## src/rtl/monitoreo_multicanal.sv

```systemverilog
// monitoreo_multicanal: NCANALES independent temperature supervisors (persistence, hysteresis, sticky fault); MONITOREO_HISTERESIS_EN enables recovery margin.
// Latency: outputs follow on the 2nd rising edge after the edge that captured the deciding sample.
// Backpressure: none; every channel accepts a sample every cycle.
module monitoreo_multicanal #(
  parameter int ANCHO          = 11,
  parameter int NCANALES       = 4,
  parameter int PERSISTENCIA   = 5,
  parameter int TEMP_MIN       = 15,
  parameter int TEMP_MAX       = 30,
  parameter int HISTERESIS     = 2,
  parameter int LIM_SENSOR_MIN = -40,
  parameter int LIM_SENSOR_MAX = 125
) (
  input  logic                         clk,
  input  logic                         arst,
  input  logic [NCANALES*ANCHO-1:0]    temp_entrada,
  input  logic [NCANALES-1:0]          muestra_valida,
  input  logic [NCANALES-1:0]          borrar_falla,
  output logic [NCANALES-1:0]          calefactor,
  output logic [NCANALES-1:0]          ventilador,
  output logic [NCANALES-1:0]          alerta,
  output logic                         alerta_global,
  output logic [2*NCANALES-1:0]        estado_actual
);

  typedef enum logic [1:0] {NORMAL = 2'b00, FRIO = 2'b01, CALIENTE = 2'b10, FALLA = 2'b11} estado_t;
  typedef enum logic [1:0] {DENTRO = 2'b00, BAJO = 2'b01, ALTO = 2'b10, FUERA = 2'b11} clase_t;

  localparam int CW = $clog2(PERSISTENCIA + 1);
  localparam logic [CW-1:0] CNT_MAX = CW'(PERSISTENCIA);

  // All limits are held in ANCHO+1 bits so sample comparisons cannot overflow.
  localparam logic signed [ANCHO:0] SEN_MIN = (ANCHO+1)'(LIM_SENSOR_MIN);
  localparam logic signed [ANCHO:0] SEN_MAX = (ANCHO+1)'(LIM_SENSOR_MAX);
  localparam logic signed [ANCHO:0] T_MIN   = (ANCHO+1)'(TEMP_MIN);
  localparam logic signed [ANCHO:0] T_MAX   = (ANCHO+1)'(TEMP_MAX);
`ifdef MONITOREO_HISTERESIS_EN
  localparam logic signed [ANCHO:0] REC_FRIO = (ANCHO+1)'(TEMP_MIN + HISTERESIS);
  localparam logic signed [ANCHO:0] REC_CAL  = (ANCHO+1)'(TEMP_MAX - HISTERESIS);
`else
  // Margin disabled: HISTERESIS stays in the parameter list but contributes nothing.
  localparam logic signed [ANCHO:0] REC_FRIO = (ANCHO+1)'(TEMP_MIN + 0 * HISTERESIS);
  localparam logic signed [ANCHO:0] REC_CAL  = (ANCHO+1)'(TEMP_MAX - 0 * HISTERESIS);
`endif

  logic [2*NCANALES-1:0] est_w;
  logic [NCANALES-1:0]   falla_w;

  for (genvar i = 0; i < NCANALES; i++) begin : g_canal
    logic signed [ANCHO-1:0] temp_reg;
    logic signed [ANCHO:0]   temp_ext;
    logic                    pendiente;
    logic [CW-1:0]           cnt, cnt_nxt;
    clase_t                  clase, clase_prev, clase_prev_nxt;
    estado_t                 estado, estado_nxt;
    logic                    lleno;

    assign temp_ext         = {temp_reg[ANCHO-1], temp_reg};
    assign est_w[2*i +: 2]  = estado;
    assign falla_w[i]       = (estado == FALLA);

    always_ff @(posedge clk or posedge arst) begin
      if (arst) begin
        temp_reg   <= '0;
        pendiente  <= 1'b0;
        cnt        <= '0;
        clase_prev <= DENTRO;
        estado     <= NORMAL;
      end else begin
        pendiente <= muestra_valida[i];
        if (muestra_valida[i]) temp_reg <= temp_entrada[i*ANCHO +: ANCHO];
        cnt        <= cnt_nxt;
        clase_prev <= clase_prev_nxt;
        estado     <= estado_nxt;
      end
    end

    always_comb begin
      clase = DENTRO;
      if (temp_ext < SEN_MIN || temp_ext > SEN_MAX) clase = FUERA;
      else if (temp_ext > T_MAX)                    clase = ALTO;
      else if (temp_ext < T_MIN)                    clase = BAJO;
    end

    always_comb begin
      cnt_nxt        = cnt;
      clase_prev_nxt = clase_prev;
      estado_nxt     = estado;
      lleno          = 1'b0;
      if (pendiente) begin
        clase_prev_nxt = clase;
        if (clase == DENTRO)          cnt_nxt = '0;
        else if (clase == clase_prev) cnt_nxt = (cnt == CNT_MAX) ? cnt : cnt + CW'(1);
        else                          cnt_nxt = CW'(1);
        lleno = (cnt_nxt == CNT_MAX);
        case (estado)
          NORMAL: begin
            if (lleno && clase == ALTO)       estado_nxt = CALIENTE;
            else if (lleno && clase == BAJO)  estado_nxt = FRIO;
            else if (lleno && clase == FUERA) estado_nxt = FALLA;
          end
          FRIO: begin
            if (lleno && clase == FUERA)      estado_nxt = FALLA;
            else if (lleno && clase == ALTO)  estado_nxt = CALIENTE;
            else if (temp_ext >= REC_FRIO)    estado_nxt = NORMAL;
          end
          CALIENTE: begin
            if (lleno && clase == FUERA)      estado_nxt = FALLA;
            else if (lleno && clase == BAJO)  estado_nxt = FRIO;
            else if (temp_ext <= REC_CAL)     estado_nxt = NORMAL;
          end
          default: begin
            // Sticky fault: only a clear request alongside a readable sample releases it.
            if (borrar_falla[i] && clase != FUERA) begin
              estado_nxt = NORMAL;
              cnt_nxt    = '0;
            end
          end
        endcase
      end
    end
  end

  always_ff @(posedge clk or posedge arst) begin
    if (arst) begin
      calefactor    <= '0;
      ventilador    <= '0;
      alerta        <= '0;
      alerta_global <= 1'b0;
      estado_actual <= '0;
    end else begin
      for (int j = 0; j < NCANALES; j++) begin
        calefactor[j] <= (est_w[2*j +: 2] == FRIO);
        ventilador[j] <= (est_w[2*j +: 2] == CALIENTE);
        alerta[j]     <= falla_w[j];
      end
      alerta_global <= |falla_w;
      estado_actual <= est_w;
    end
  end

endmodule

```

## config.mk

```make
export PLATFORM = sky130hd
export DESIGN_NAME = monitoreo_multicanal
export DESIGN_NICKNAME = d
export VERILOG_FILES = /design/src/rtl/monitoreo_multicanal.sv
export SDC_FILE = /design/constraint.sdc
export NUM_CORES = 1
export LEC_CHECK = 0
export BUFFER_PORTS_ARGS = -buffer_cell sky130_fd_sc_hd__buf_2
export CELL_PAD_IN_SITES_DETAIL_PLACEMENT = 0
export CELL_PAD_IN_SITES_GLOBAL_PLACEMENT = 1
export CORE_MARGIN = 2
export CORE_UTILIZATION = 48
export CTS_CLUSTER_SIZE = 16
export DETAILED_ROUTE_END_ITERATION = 6
export GPL_TIMING_DRIVEN = 0
export PLACE_DENSITY = 0.95
export REMOVE_ABC_BUFFERS = 1
export SETUP_SLACK_MARGIN = 0.2
export SLEW_MARGIN = 20
export SYNTH_ARGS = -nofsm -noshare
export SYNTH_HDL_FRONTEND = slang
export SYNTH_SLANG_ARGS = --single-unit
```

## constraint.sdc

```tcl
create_clock -name clk -period 5.29 [get_ports clk]
set_clock_uncertainty 0.1 [all_clocks]
set_input_delay 0.7935 -clock clk [delete_from_list [all_inputs] [get_ports clk]]
set_output_delay 0.7935 -clock clk [all_outputs]
set_load 0.1 [all_outputs]
```

Word level (Yosys, flattened, before mapping):

Index checks and enable logic that the tools add are counted.

* output and inout port bits: 21
* bits in read-only memories: 0
* memories: 0
* bits in latches: 0
* logic and storage cells: 226
* bits in writable memories: 0
* register bits: 97

* shift-type cells: 0
* divide/modulo/power cells: 0
* bitwise operators: 0
* add/sub/neg operators: 4
* eq/ne operators: 52
* magnitude comparators: 24
* multiply operators: 0
* mux-type cells: 80
* reductions and logical operators: 41

Operators by type and width (number)
* 2-bit two-way mux: 48
* 3-bit two-way mux: 24
* 4-bit inequality test, second input constant: 12
* 11-bit by 5-bit >= comparator with 1-bit output, second input constant: 4
* 11-bit by 6-bit greater-than comparator with 1-bit output, second input constant: 4
* 11-bit by 8-bit greater-than comparator with 1-bit output, second input constant: 4
* 11-bit by 6-bit <= comparator with 1-bit output, second input constant: 4
* 11-bit by 5-bit less-than comparator with 1-bit output, second input constant: 4
* 11-bit by 7-bit less-than comparator with 1-bit output, second input constant: 4
* 2-bit equality test, second input constant: 16
* 3-bit equality test, second input constant: 8
* 2-bit one-hot mux with 3 select lines: 4
* 5-bit AND reduction: 4
* 2-bit by 1-bit equality test with 1-bit output, second input constant: 8
* 1-bit logical AND: 16
* 2-bit logical NOT: 8
* 4-bit nonzero test: 4
* 3-bit by 1-bit adder with 3-bit output, second input constant: 4
* 3-bit OR reduction: 4
* 2-bit equality test: 4
* 2-bit inequality test, second input constant: 4
* 1-bit logical OR: 4
* 1-bit two-way mux: 4
* 4-bit OR reduction: 1

Longest topological paths before layout:

* depth after elaboration: 14
* gate-level depth with buffers: 10
* mapped depth without buffers: 10

Worst setup path after synthesis:

OpenSTA, ideal clock, no wires.

* path type: register to register
* from: register g_canal[0].temp_reg[10]
* to: register g_canal[0].estado[0]
* data required time: 5062 ps
* period minus slack after synthesis: 2606 ps
* setup time: 128 ps
* arrival time: 2378 ps
* buffers on the path: 0
* path slack: 2684 ps
* stages on the path, launching flop included: 9
* path through: dfrtp_1 nor4_4 a31oi_2 a211o_1 a211o_1 o311ai_1 o22a_1 a221o_1 mux2_1

* word-level cells in the longest chain between the ends: 13
* elaborated cells on any way between the ends: 36
* those cells by class: 6 x order compare; 9 x eq/ne; 13 x mux; 8 x reduce/logical

Ends and longest elaborated chain
* start, declared: line 50 `logic signed [ANCHO-1:0] temp_reg;`
* start signal, assigned: line 71 `if (muestra_valida[i]) temp_reg <= temp_entrada[i*ANCHO +: ANCHO];`
* 11-bit by 5-bit less-than comparator with 1-bit output: line 82 `else if (temp_ext < T_MIN) clase = BAJO;`
* 1-bit two-way mux: line 82
* 2-bit two-way mux: line 81 `else if (temp_ext > T_MAX) clase = ALTO;`
* 2-bit two-way mux: line 80 `if (temp_ext < SEN_MIN || temp_ext > SEN_MAX) clase = FUERA;`
* 2-bit equality test: line 93 `else if (clase == clase_prev) cnt_nxt = (cnt == CNT_MAX) ? cnt : cnt + CW'(1);`
* 3-bit two-way mux: line 93
* 3-bit two-way mux: line 92 `if (clase == DENTRO) cnt_nxt = '0;`
* 3-bit two-way mux: line 90 `if (pendiente) begin`
* 3-bit equality test: line 95 `lleno = (cnt_nxt == CNT_MAX);`
* 1-bit logical AND, on equally long branches
* 2-bit two-way mux, on equally long branches: line 109, 104, 99
* 2-bit two-way mux, on equally long branches: line 108, 103, 98
* 2-bit one-hot mux with 3 select lines: line 96 `case (estado)`
* end signal, assigned: line 74 `estado <= estado_nxt;`
* end, declared: line 55 `estado_t estado, estado_nxt;`

Several ways; a longest one is shown, not always the timed one. The select of a mux whose other input is x is not followed.
A chain may end at the register's enable or synchronous reset.

Worst setup path after layout:

Ends and elaborated chain as after synthesis.

==> flow_summary.yaml <==
die:
  initial_core_util_pct: 49.4
  pin_count: 75
  core_region_area_mm2: 0.0103
  die_h_um: 107
  rows: 37
  fp.dieW_um: 107
  dieArea_mm2: 0.0114
global_route:
  antenna_found_initial: 0
  grt_overflow_total: 0
  grt_max_degree: 86
  grt_pass1_vias: 3892
  grt_pass1_wl_um: 17100
  grt_use_total_pct: 18.5
sta:
  final.setup.tns_ps: 0
  tightest_slew_ps: 582
  min_period_ps: 2910
  finalSetupViolations: 0
  rsz0062_at_grt: "no"
  period_share_pct: 55.1
  relSlewSlack_pct: 60.8
  drv_slew: 0
  hold_viol_final: 0
  holdWs_ps: 216
  fmax_ghz: 0.343
clock_network:
  cts_resized: 0
  clk_pin_slew_ps: 90
  cts_setup_buffers: 0
  cts-root-buf: "clkbuf_8"
  h-tree-depth: 3
  clk_path_buf_depth: 2
  cts_tree: "done"
  cts_sinks: 97
  cts-buffers-inserted: 9
  clock_latency_ps: 370
  ctsHoldBuffers: 0
pwr:
  power_leakage_nw: 2.60
  power_mw: 2.78
  powerDensity_mw_per_mm2: 482
  ir_worst_vdd_mv: 0.551
route:
  via_per_inst: 5.66
  wl_met2_um: 4960
  drcViolationCount: 0
  first_pass_iters: 4
  drt-total-wl_um: 10000
  drt.antenna.violating_nets: 0
  maxUsedRoutingLayer: "met4"
  routed-via-count: 4001
  wirelength_met1_um: 4450
  met3_length_um: 456
  post_drt_wl_per_cell_um: 14.1
  drt_iter0_drc: 128
synthesis:
  synthFlopType: "dfrtp_1"
  ys_warn_count: 0
  yosysTopAreaCell: "dfrtp_1"
  postSynthAreaPerCell_um2: 10.2
  yosysSeqAreaShare_pct: 47.8
  synthCells: 497
  ys_ff_latch: 97
  synth_area_leaders: "dfrtp_1, mux2_2, a21oi_1"
  syn_area_mm2: 0.00507
  synth_cell_type_count: 71
  synth_most_common_cell: "dfrtp_1"
  synth_async_sr_flop_share_pct: 100
  synth_commonest_cells: "dfrtp_1, mux2_2, nand2_1"
  synth_top_cell_area_share_pct: 47.8
  synth_edf_count: 0
layout:
  post-route-util_pct: 56.2
  diodes: 0
  drive_above_1_share_pct: 27.1
  final_nets: 628
  largest_reg_flops: 44
  syn_to_final_growth_pct: 13.8
  fin_area_mm2: 0.00577
place:
  port_buffers: 74
  place_area_mm2: 0.00558
  dp_hpwl_um: 7410
  place.gp.congestion: 0.831
critical_path:
  crit_arrival_ps: 3070
  worstPathRequired_ps: 5440
  path_cells: "nor4_4 -> a31oi_2 -> a211o_1 -> a211o_1 -> o311ai_1 -> o22a_1 -> a221o_1 -> mux2_1"
  path_class: "flip-flop to flip-flop"
  start_kind: "flip-flop"
  slowest_stage: "dfrtp_1"
  path_max_fanout: 6
  cp-end-kind: "flip-flop"
  crit_top_cell: "a211o_1"
  slowest_delay_ps: 470
hold_path:
  worstHoldPathType: "input port to async pin"
outcome:
  status: "finished, final reports clean"
job:
  maxCapViolCount: 0
==> layer usage <==
metal  global-route usage [%]  vias up
li1                         -     1978
met1                     22.9     1922
met2                     32.3       90
met3                     3.40       11
met4                     6.40        0
met5                        0        -
==> cell families (layout without fill, tap and decap cells) <==
group	after synthesis	count (layout)	synth area share, %
fa+ha+maj	8	8	1.97
xor+xnor	5	5	0.863
mux	53	53	11.6
simple gates	166	166	17.1
compound gates	127	127	17.5
buf+inv	41	115	3.16
flops	97	97	47.8
==> cell type report <==
| type | instances | area (um2) |
|---|---|---|
| clock buffer | 10 | 138 |
| clock inverter | 6 | 57.6 |
| fill | 917 | 4500 |
| inverter | 24 | 95.1 |
| multi-input combinational | 359 | 2490 |
| sequential | 97 | 2430 |
| tap | 136 | 170 |
| timing repair buffer | 75 | 398 |
==> worst max-delay path: cells and delay by family (launching register included) <==
family,cells,cell delay (ps)
simple gates,1,390
flops,1,470
compound gates,6,1490
mux,1,330
==> cells in the final DEF, fill, tap and decap left out, drive strengths merged, types with 5 or more instances in the layout <==
master,Yosys,routed
ha,8,8
nand4,5,5
and3,7,7
nand2,39,39
nor2b,12,12
clkbuf,11,10
a31oi,6,6
nor3,10,10
nor4,8,8
o21ai,33,33
nand3b,5,5
a41oi,5,5
mux2i,6,6
buf,6,75
dfrtp,97,97
and2,5,5
nand3,16,16
nor2,38,38
inv,24,24
a21oi,32,32
mux2,47,47
==> per-stage QoR <==
| step | setup slack, ps | cells |
|---|---|---|
| global route | 2200 | 707 |
| finish | 2380 | 707 |
| global placement | 890 | 690 |
| detailed placement | 2420 | 691 |
| CTS | 2380 | 707 |
| floorplan | 1860 | 480 |
==> power breakdown <==
part	total (mW)	leakage, nW	switching [mW]	internal, mW
sequential	1.08	1.16	0.167	0.910
clock	0.479	0.102	0.251	0.228
combinational	1.23	1.34	0.878	0.349
==> path summary, 6_finish.rpt <==
| path | depth (start not counted) | slack [ps] | endpoint | start |
|---|---|---|---|---|
| worst max-delay path | 8 | 2380 | g_canal[0].estado[0] | g_canal[0].temp_reg[10] |
| worst min-delay path | 2 | 220 | g_canal[0].temp_reg[10] | arst |
| worst max register to register | 8 | 2380 | g_canal[0].estado[0] | g_canal[0].temp_reg[10] |
| worst min register to register | 1 | 410 | g_canal[3].temp_reg[1] | g_canal[3].temp_reg[1] |
| max in group asynchronous | 3 | 4260 | g_canal[2].temp_reg[4] | arst |
| min in group clk | 1 | 410 | g_canal[3].temp_reg[1] | g_canal[3].temp_reg[1] |
Power figures use the tool's default switching activity.
